===== config.mk =====
export PLATFORM = sky130hd
export DESIGN_NAME = period_meter
export DESIGN_NICKNAME = d
export VERILOG_FILES = /design/src/rtl/period_meter.sv
export SDC_FILE = /design/constraint.sdc
export NUM_CORES = 1
export LEC_CHECK = 0
export CAP_MARGIN = 10
export CELL_PAD_IN_SITES_DETAIL_PLACEMENT = 0
export CELL_PAD_IN_SITES_GLOBAL_PLACEMENT = 2
export CORE_MARGIN = 2
export CORE_UTILIZATION = 30
export CTS_CLUSTER_DIAMETER = 150
export DETAILED_ROUTE_END_ITERATION = 8
export GPL_ROUTABILITY_DRIVEN = 0
export PLACE_DENSITY_LB_ADDON = 0.1
export SLEW_MARGIN = 20
export SYNTH_ARGS = -nofsm -noshare
export SYNTH_HDL_FRONTEND = slang
export SYNTH_SLANG_ARGS = --single-unit

===== constraint.sdc =====
create_clock -name clk_i -period 6 [get_ports clk_i]
set_input_delay 0.9 -clock clk_i [delete_from_list [all_inputs] [get_ports clk_i]]
set_output_delay 0.9 -clock clk_i [all_outputs]
set_load 0.1 [all_outputs]

===== src/rtl/period_meter.sv =====
// -----------------------------------------------------------------------------
// period_meter
//
// Measures the period of a slow square wave that is asynchronous to clk_i.
// The result is expressed in clk_i cycles. sig_i is synchronised and its
// rising edges are detected. Each completed period is published on period_o
// together with a one-cycle valid_o strobe. If no edge arrives within TIMEOUT
// cycles of the previous one, the sticky timeout_o flag is raised and the
// meter re-arms on the next edge.
//
// Parameters:
//   CNT_W    - width of the period counter and of period_o
//   TIMEOUT  - cycle count at which a missing edge becomes a timeout
//              (2 <= TIMEOUT <= 2**CNT_W - 1)
//
// Ports:
//   clk_i     in   1      system clock, rising edge
//   rst_n     in   1      synchronous active-low reset
//   sig_i     in   1      measured signal, asynchronous to clk_i
//   period_o  out  CNT_W  last measured period, held between updates
//   valid_o   out  1      one-cycle pulse when period_o is updated
//   timeout_o out  1      sticky loss-of-signal flag, cleared by next valid_o
//
// Optional feature (macro PERIOD_METER_AVG_EN):
//   When defined, period_o reports the truncated mean of the last four raw
//   periods. valid_o is withheld until four raw periods have been collected
//   since reset or since the last timeout.
// -----------------------------------------------------------------------------
module period_meter #(
    parameter int CNT_W   = 17,
    parameter int TIMEOUT = 100000
) (
    input  logic             clk_i,
    input  logic             rst_n,
    input  logic             sig_i,
    output logic [CNT_W-1:0] period_o,
    output logic             valid_o,
    output logic             timeout_o
);

    typedef enum logic {
        IDLE,
        MEASURE
    } state_t;

    localparam logic [CNT_W-1:0] TIMEOUT_C = CNT_W'(TIMEOUT);

    state_t           state;
    state_t           state_nxt;

    logic             sync1;
    logic             sync2;
    logic             sync3;
    logic             rise;

    logic [CNT_W-1:0] cnt;
    logic [CNT_W-1:0] cnt_nxt;
    logic [CNT_W-1:0] cnt_inc;
    logic [CNT_W-1:0] period_nxt;
    logic             valid_nxt;
    logic             timeout_nxt;

    // A rise while measuring closes one raw period.
    logic             capture;
    // The measurement window expired without a rise.
    logic             expire;

`ifdef PERIOD_METER_AVG_EN
    // hist[0] is the newest raw period and hist[3] the oldest. Unfilled slots
    // hold zero, so subtracting hist[3] is harmless before the window is full.
    logic [CNT_W-1:0] hist     [4];
    logic [CNT_W-1:0] hist_nxt [4];
    logic [CNT_W+1:0] sum;
    logic [CNT_W+1:0] sum_nxt;
    logic [2:0]       fill;
    logic [2:0]       fill_nxt;
`endif

    // Two flops resynchronise sig_i. The third flop keeps one cycle of history
    // for edge detection. rise is registered as well, so a transition sampled
    // at edge k is seen by the FSM at edge k+3.
    always_ff @(posedge clk_i) begin
        if (!rst_n) begin
            sync1 <= 1'b0;
            sync2 <= 1'b0;
            sync3 <= 1'b0;
            rise  <= 1'b0;
        end else begin
            sync1 <= sig_i;
            sync2 <= sync1;
            sync3 <= sync2;
            rise  <= sync2 & ~sync3;
        end
    end

    assign cnt_inc = cnt + CNT_W'(1);

    // Next-state and measurement control. cnt holds (cycles since last rise)-1,
    // so cnt_inc is the period when the next rise arrives. A rise that coincides
    // with the timeout count wins and is reported as a period of TIMEOUT cycles.
    always_comb begin
        state_nxt = state;
        cnt_nxt   = cnt;
        capture   = 1'b0;
        expire    = 1'b0;

        case (state)
            IDLE: begin
                cnt_nxt = '0;
                if (rise) begin
                    state_nxt = MEASURE;
                end
            end
            MEASURE: begin
                if (rise) begin
                    cnt_nxt = '0;
                    capture = 1'b1;
                end else if (cnt_inc == TIMEOUT_C) begin
                    cnt_nxt   = '0;
                    expire    = 1'b1;
                    state_nxt = IDLE;
                end else begin
                    cnt_nxt = cnt_inc;
                end
            end
            default: begin
                state_nxt = IDLE;
                cnt_nxt   = '0;
            end
        endcase
    end

    // Output publication. A published value always clears the timeout flag,
    // and an expiry sets it without touching period_o.
    always_comb begin
        period_nxt  = period_o;
        valid_nxt   = 1'b0;
        timeout_nxt = timeout_o;
`ifdef PERIOD_METER_AVG_EN
        hist_nxt = hist;
        sum_nxt  = sum;
        fill_nxt = fill;
`endif

        if (capture) begin
`ifdef PERIOD_METER_AVG_EN
            sum_nxt     = sum - {2'b00, hist[3]} + {2'b00, cnt_inc};
            hist_nxt[3] = hist[2];
            hist_nxt[2] = hist[1];
            hist_nxt[1] = hist[0];
            hist_nxt[0] = cnt_inc;
            fill_nxt    = (fill == 3'd4) ? 3'd4 : fill + 3'd1;
            if (fill_nxt == 3'd4) begin
                period_nxt  = sum_nxt[CNT_W+1:2];
                valid_nxt   = 1'b1;
                timeout_nxt = 1'b0;
            end
`else
            period_nxt  = cnt_inc;
            valid_nxt   = 1'b1;
            timeout_nxt = 1'b0;
`endif
        end else if (expire) begin
            timeout_nxt = 1'b1;
`ifdef PERIOD_METER_AVG_EN
            for (int i = 0; i < 4; i++) begin
                hist_nxt[i] = '0;
            end
            sum_nxt  = '0;
            fill_nxt = 3'd0;
`endif
        end
    end

    // State and output registers.
    always_ff @(posedge clk_i) begin
        if (!rst_n) begin
            state     <= IDLE;
            cnt       <= '0;
            period_o  <= '0;
            valid_o   <= 1'b0;
            timeout_o <= 1'b0;
`ifdef PERIOD_METER_AVG_EN
            for (int i = 0; i < 4; i++) begin
                hist[i] <= '0;
            end
            sum  <= '0;
            fill <= 3'd0;
`endif
        end else begin
            state     <= state_nxt;
            cnt       <= cnt_nxt;
            period_o  <= period_nxt;
            valid_o   <= valid_nxt;
            timeout_o <= timeout_nxt;
`ifdef PERIOD_METER_AVG_EN
            hist <= hist_nxt;
            sum  <= sum_nxt;
            fill <= fill_nxt;
`endif
        end
    end

endmodule


==> flow_summary.ini, run 1 <==
[logic_synthesis]
synth_area_sq_um = 1630
syn_nets = 182
synthXorXnorAreaFrac_pct = 8.58
synth_top_area_share_pct = 50.2
synth-simple-area-share_pct = 26.6
yosys.area.top_type = dfxtp_1
syn_inst = 177
ys_ff_latch = 41
seq_area_frac_synth_pct = 50.2
synth_area_leaders = dfxtp_1, xnor2_1, nor3_1
synthAdderAreaFrac_pct = 1.53
synth_top_family_by_area = simple AND/OR/NAND/NOR gates
avgSynthCellArea_sq_um = 9.23
synthMuxAreaShare_pct = 0
yosysWarnings = 0
synth_compound_area_share_pct = 10.1
ys_types = 34

[routing]
firstDrtPassIters = 4
wl_met3_um = 148
ant_nets = 0
drtIter0Drc = 74
topRoutingLayerUsed = met4
vias = 1299
wl_met1_um = 1760
via_per_inst = 4.78
drc = 0
wl_met2_um = 1640
drt_wl_total_um = 3620
wire_per_inst_um = 13.3

[die]
die_w_um = 77.8
initial_core_util_pct = 31.6
io_pins = 22
dieArea_sq_um = 6050
num_rows = 26
die_height_um = 77.8
core_area_sq_um = 5170

[min_path]
holdCritPathClass = register to register
hold_end = rise
hold_depth = 1
hp-start = sync3

[cts]
ctsLongestPathBuffers = 2
path_clk_slew_ns = 0.08
cts-root-buf = clkbuf_8
post_cts_buffers = 0
cts.sinks = 41
insertion_delay_ns = 0.29
ctsResizeCount = 0
cts_tree = built
h-tree-depth = 2
ctsHoldBuffers = 0
cts_inserted_buffers = 5

[finish]
final_cell_mix = dfxtp_1, nand2_1, clkdlybuf4s50_1
fillers = 530
layout_commonest_cell = dfxtp_1
antenna_cells = 0
areaGrowthSynthToFinish_pct = 24.2
num-nets-final = 206
multi_input_area_sq_um = 764
instances_no_fill = 272
drive_above_1_share_pct = 5.94
seq_area_sq_um = 821

[placement]
hpwl_um = 2610
dp.cells = 264
io_buffers = 21

[sta]
skew_ns = 0.00731
setup_viol = 0
finalCritPeriodShare_pct = 47.5
hold_violations = 0
drv_slew = 0
rsz0062_at_grt = false
period_needed_ns = 2.85
slew_headroom_pct = 34.1
fin_tns_setup_ns = 0
timing.fmax_mhz = 351
holdWs_ns = 0.388
worstMarginPinSlew_ns = 0.986

[pwr]
peakVddDrop_uv = 89.5
p_leak_nw = 0.634
p_per_area_nw_per_um2 = 251

[grt]
grt_pass1_vias = 1240
grt_overflow = 0
gr-usage-all-layers_pct = 13.3
antenna_found_initial = 0
grt_pass1_wl_um = 6240
grt_max_degree = 18

[setup_path]
rrSetupSlack_ns = 3.15
r2r-end = cnt[1]
arrival_ns = 2.99
cp.required_ns = 6.15
cp_max_fo = 14
crit_type = register to register
r2r_start = cnt[0]
start_kind = register
worst_setup_path_end_kind = register
r2r_cells = 7

[status]
outcome = finished, final reports clean

[job]
max_cap_violations = 0
final cells by class:
class / count / area share [%]
Multi-Input combinational cell: 125 / 37.7
Clock inverter: 1 / 1.48
Tap cell: 70 / 4.32
Clock buffer: 7 / 4.25
Inverter: 6 / 1.11
Timing Repair Buffer: 22 / 10.7
Sequential cell: 41 / 40.4
how the worst max path moves through the flow:
stage / start / to / slack, ns
3_5_place_dp: cnt[0] / cnt[1] / 3.17
6_report: cnt[0] / cnt[1] / 3.15
5_1_grt: cnt[0] / cnt[5] / 2.92
2_1_floorplan: cnt[0] / cnt[15] / 3.67
3_3_place_gp: cnt[0] / cnt[1] / 3.26
4_1_cts: cnt[0] / cnt[5] / 3.13
report_power, final:
group          total (mW)  switching, mW  internal (mW)
Sequential          0.274       0.000847          0.273
Combinational     0.00725        0.00440        0.00285
Clock               0.229         0.0932          0.136
through the flow:
stage / total power [mW] / instance area (sq um) / worst slack [ns] / util [%]
6_report: 0.510 / 2030 / 3.15 / 39.2
5_1_grt: 0.535 / 2030 / 2.92 / 39.2
4_1_cts: 0.518 / 2030 / 3.13 / 39.2
3_5_place_dp: 0.288 / 1910 / 3.17 / 37.0
3_3_place_gp: 0.288 / 1910 / 3.26 / 37.0
2_1_floorplan: 0.284 / 1630 / 3.67 / -
cells in the mapped netlist:
master     n
or3_1      1
xnor2_1   14
nand4_2    1
nor4_1     3
nor3_1    18
nor2_1     9
nor4b_1    2
a22o_1     1
o41ai_1    1
dfxtp_1   41
xor2_1     2
a21oi_1    1
clkbuf_1   4
a311oi_1   1
o32ai_1    1
a21boi_1   1
o21ai_0   16
a21boi_0   1
nor3_2     2
inv_1      6
o21a_1     1
a2111o_1   1
o2111a_1   1
ha_1       2
nand4_1    4
nand4b_1   2
nand3_1    8
nor4_4     1
nand2_1   23
and3_1     1
buf_6      1
nor2b_1    1
and2_1     4
nor3b_1    1
state kept, by name, indices dropped and copies added, names as in the netlist:
name       flops
state          1
sync2          1
sync1          1
sync3          1
period_o      17
rise           1
timeout_o      1
cnt           17
valid_o        1
layer usage:
layer  global-route usage (%)  up-vias
met2                     19.8       22
met4                     7.14        0
met5                        0        -
li1                         -      670
met3                     2.91        5
met1                     17.8      602
cells by family after synthesis:
kind of cell,after synthesis
fa+ha+maj,2
compound gates,26
buf+inv,11
xor+xnor,16
simple gates,81
flops,41
critical path, stage by stage (launching register included):
cell,delay [ns]
dfxtp_1,0.45
ha_1,0.28
nand4_2,0.24
nor3_2,0.25
nand3_1,0.11
a2111o_1,0.50
nor4_4,0.75
nor3b_1,0.11
Power figures use the tool's default switching activity.
==> run 2, diff against run 1 <==
==> constraint.sdc (replaced) <==
create_clock -name clk_i -period 2.7 [get_ports clk_i]
set_input_delay 0.405 -clock clk_i [delete_from_list [all_inputs] [get_ports clk_i]]
set_output_delay 0.405 -clock clk_i [all_outputs]
set_load 0.1 [all_outputs]
==> flow_summary.ini, run 2 (same netlist as run 1, synthesis figures left out) <==
[routing]
drt_wl_total_um = 3730
via_per_inst = 4.80
drtIter0Drc = 75
ant_nets = 0
drc = 0
firstDrtPassIters = 4
vias = 1325
wire_per_inst_um = 13.5

[die]
die_height_um = 77.8
dieArea_sq_um = 6050
core_area_sq_um = 5170
num_rows = 26
io_pins = 22
initial_core_util_pct = 31.6
die_w_um = 77.8

[pwr]
p_seq_share_pct = 53.4
clkPwrFrac_pct = 45.0
peakVddDrop_uv = 298
p_per_area_nw_per_um2 = 567
p_comb_share_pct = 1.6
switching_power_mw = 0.224
finalPower_mw = 1.14
p_leak_nw = 0.694
power.internal_mw = 0.916
swShare_pct = 19.7

[setup_path]
cp.required_ns = 2.85
startpoint = cnt[0]
rrSetupSlack_ns = 0.26
critical-path-top-delay-family = simple AND/OR/NAND/NOR gates
cp_max_fo = 8
critical_path.cell_chain = ha_1 -> and2_1 -> nor4b_1 -> a311oi_1 -> a2111o_1 -> nor4_4 -> buf_4 -> nor3_1
critPathBufInv = 1
start_kind = register
r2r_cells = 8
arrival_ns = 2.59
critical_path.max_stage_delay_ns = 0.45
cp_slowest_cell = dfxtp_1
crit_type = register to register
r2r_start = cnt[0]
r2r-end = cnt[5]
worst_setup_path_end_kind = register

[cts]
ctsResizeCount = 0
cts_inserted_buffers = 5
ctsLongestPathBuffers = 2
path_clk_slew_ns = 0.08
cts.sinks = 41
cts-root-buf = clkbuf_8
ctsHoldBuffers = 0
h-tree-depth = 2
insertion_delay_ns = 0.30
cts_tree = built
post_cts_buffers = 0

[finish]
areaGrowthSynthToFinish_pct = 23.1
reg_top3 = cnt: 17 flops, period_o: 17 flops
layout_commonest_cell = dfxtp_1
instances_no_fill = 276
num-nets-final = 210
finalInstanceArea_sq_um = 2010
drive_above_1_share_pct = 17.0
antenna_cells = 0
final_cell_mix = dfxtp_1, buf_4, nand2_1
final_core_util_pct = 38.9

[placement]
hpwl_um = 2760
placed_area_sq_um = 1900
dp.cells = 268
dp_worst_setup_slack_ns = 0.255
io_buffers = 21

[sta]
skew_ns = 0.00477
fin_ws_ns = 0.262
worstMarginPinSlew_ns = 0.706
fin_tns_setup_ns = 0
rsz0062_at_grt = false
hold_violations = 0
period_needed_ns = 2.44
setup_viol = 0
drv_slew = 0
timing.fmax_mhz = 410
finalCritPeriodShare_pct = 90.3
holdWs_ns = 0.388
slew_headroom_pct = 52.8

[job]
max_cap_violations = 0

[grt]
grt_pass1_vias = 1297
grt_pass1_wl_um = 6350
grt_overflow = 0
gr-usage-all-layers_pct = 13.7
grt_max_degree = 18
antenna_found_initial = 0

[min_path]
holdCritPathClass = register to register
hold_end = rise
hold_depth = 1
hp-start = sync3

[status]
outcome = finished, final reports clean
-- run 2: cell type report --
class                   instances  area [sq um]
repair buffers                 26           200
clock inverters                 1          30.0
well taps                      70          87.6
clock buffers                   7          86.3
fillers                       553          3160
inverters                       6          22.5
flip-flops and latches         41           821
multi-input cells             125           764
-- run 2: worst max-delay path by stage --
stage,end,cells after the start
after floorplan,cnt[15],8
after global placement,cnt[1],8
after detailed placement,cnt[10],8
after CTS,cnt[10],8
after global routing,state,8
final,cnt[5],8
-- run 2: metal layers --
metal	routed length, um	track usage (%)
met2	1740	21.0
met5	0	0
met1	1790	17.4
met4	83	7.68
met3	115	3.60
-- run 2: power by group through the flow --
stage	clock (mW)	combinational, mW	sequential [mW]
finish	0.513	0.0177	0.609
floorplan	0	0.00803	0.624
CTS	0.532	0.0181	0.609
global placement	0	0.0178	0.623
detailed placement	0	0.0181	0.623
global route	0.557	0.0199	0.610
-- run 2: worst reg2reg max path, delay by kind of cell (launching register included) --
family,cells,cell delay [ns]
AO/OA/AOI/OAI,2,0.54
buffers and inverters,1,0.20
flip-flops,1,0.45
AND/OR/NAND/NOR,4,0.82
adder cells (fa/ha/maj),1,0.29
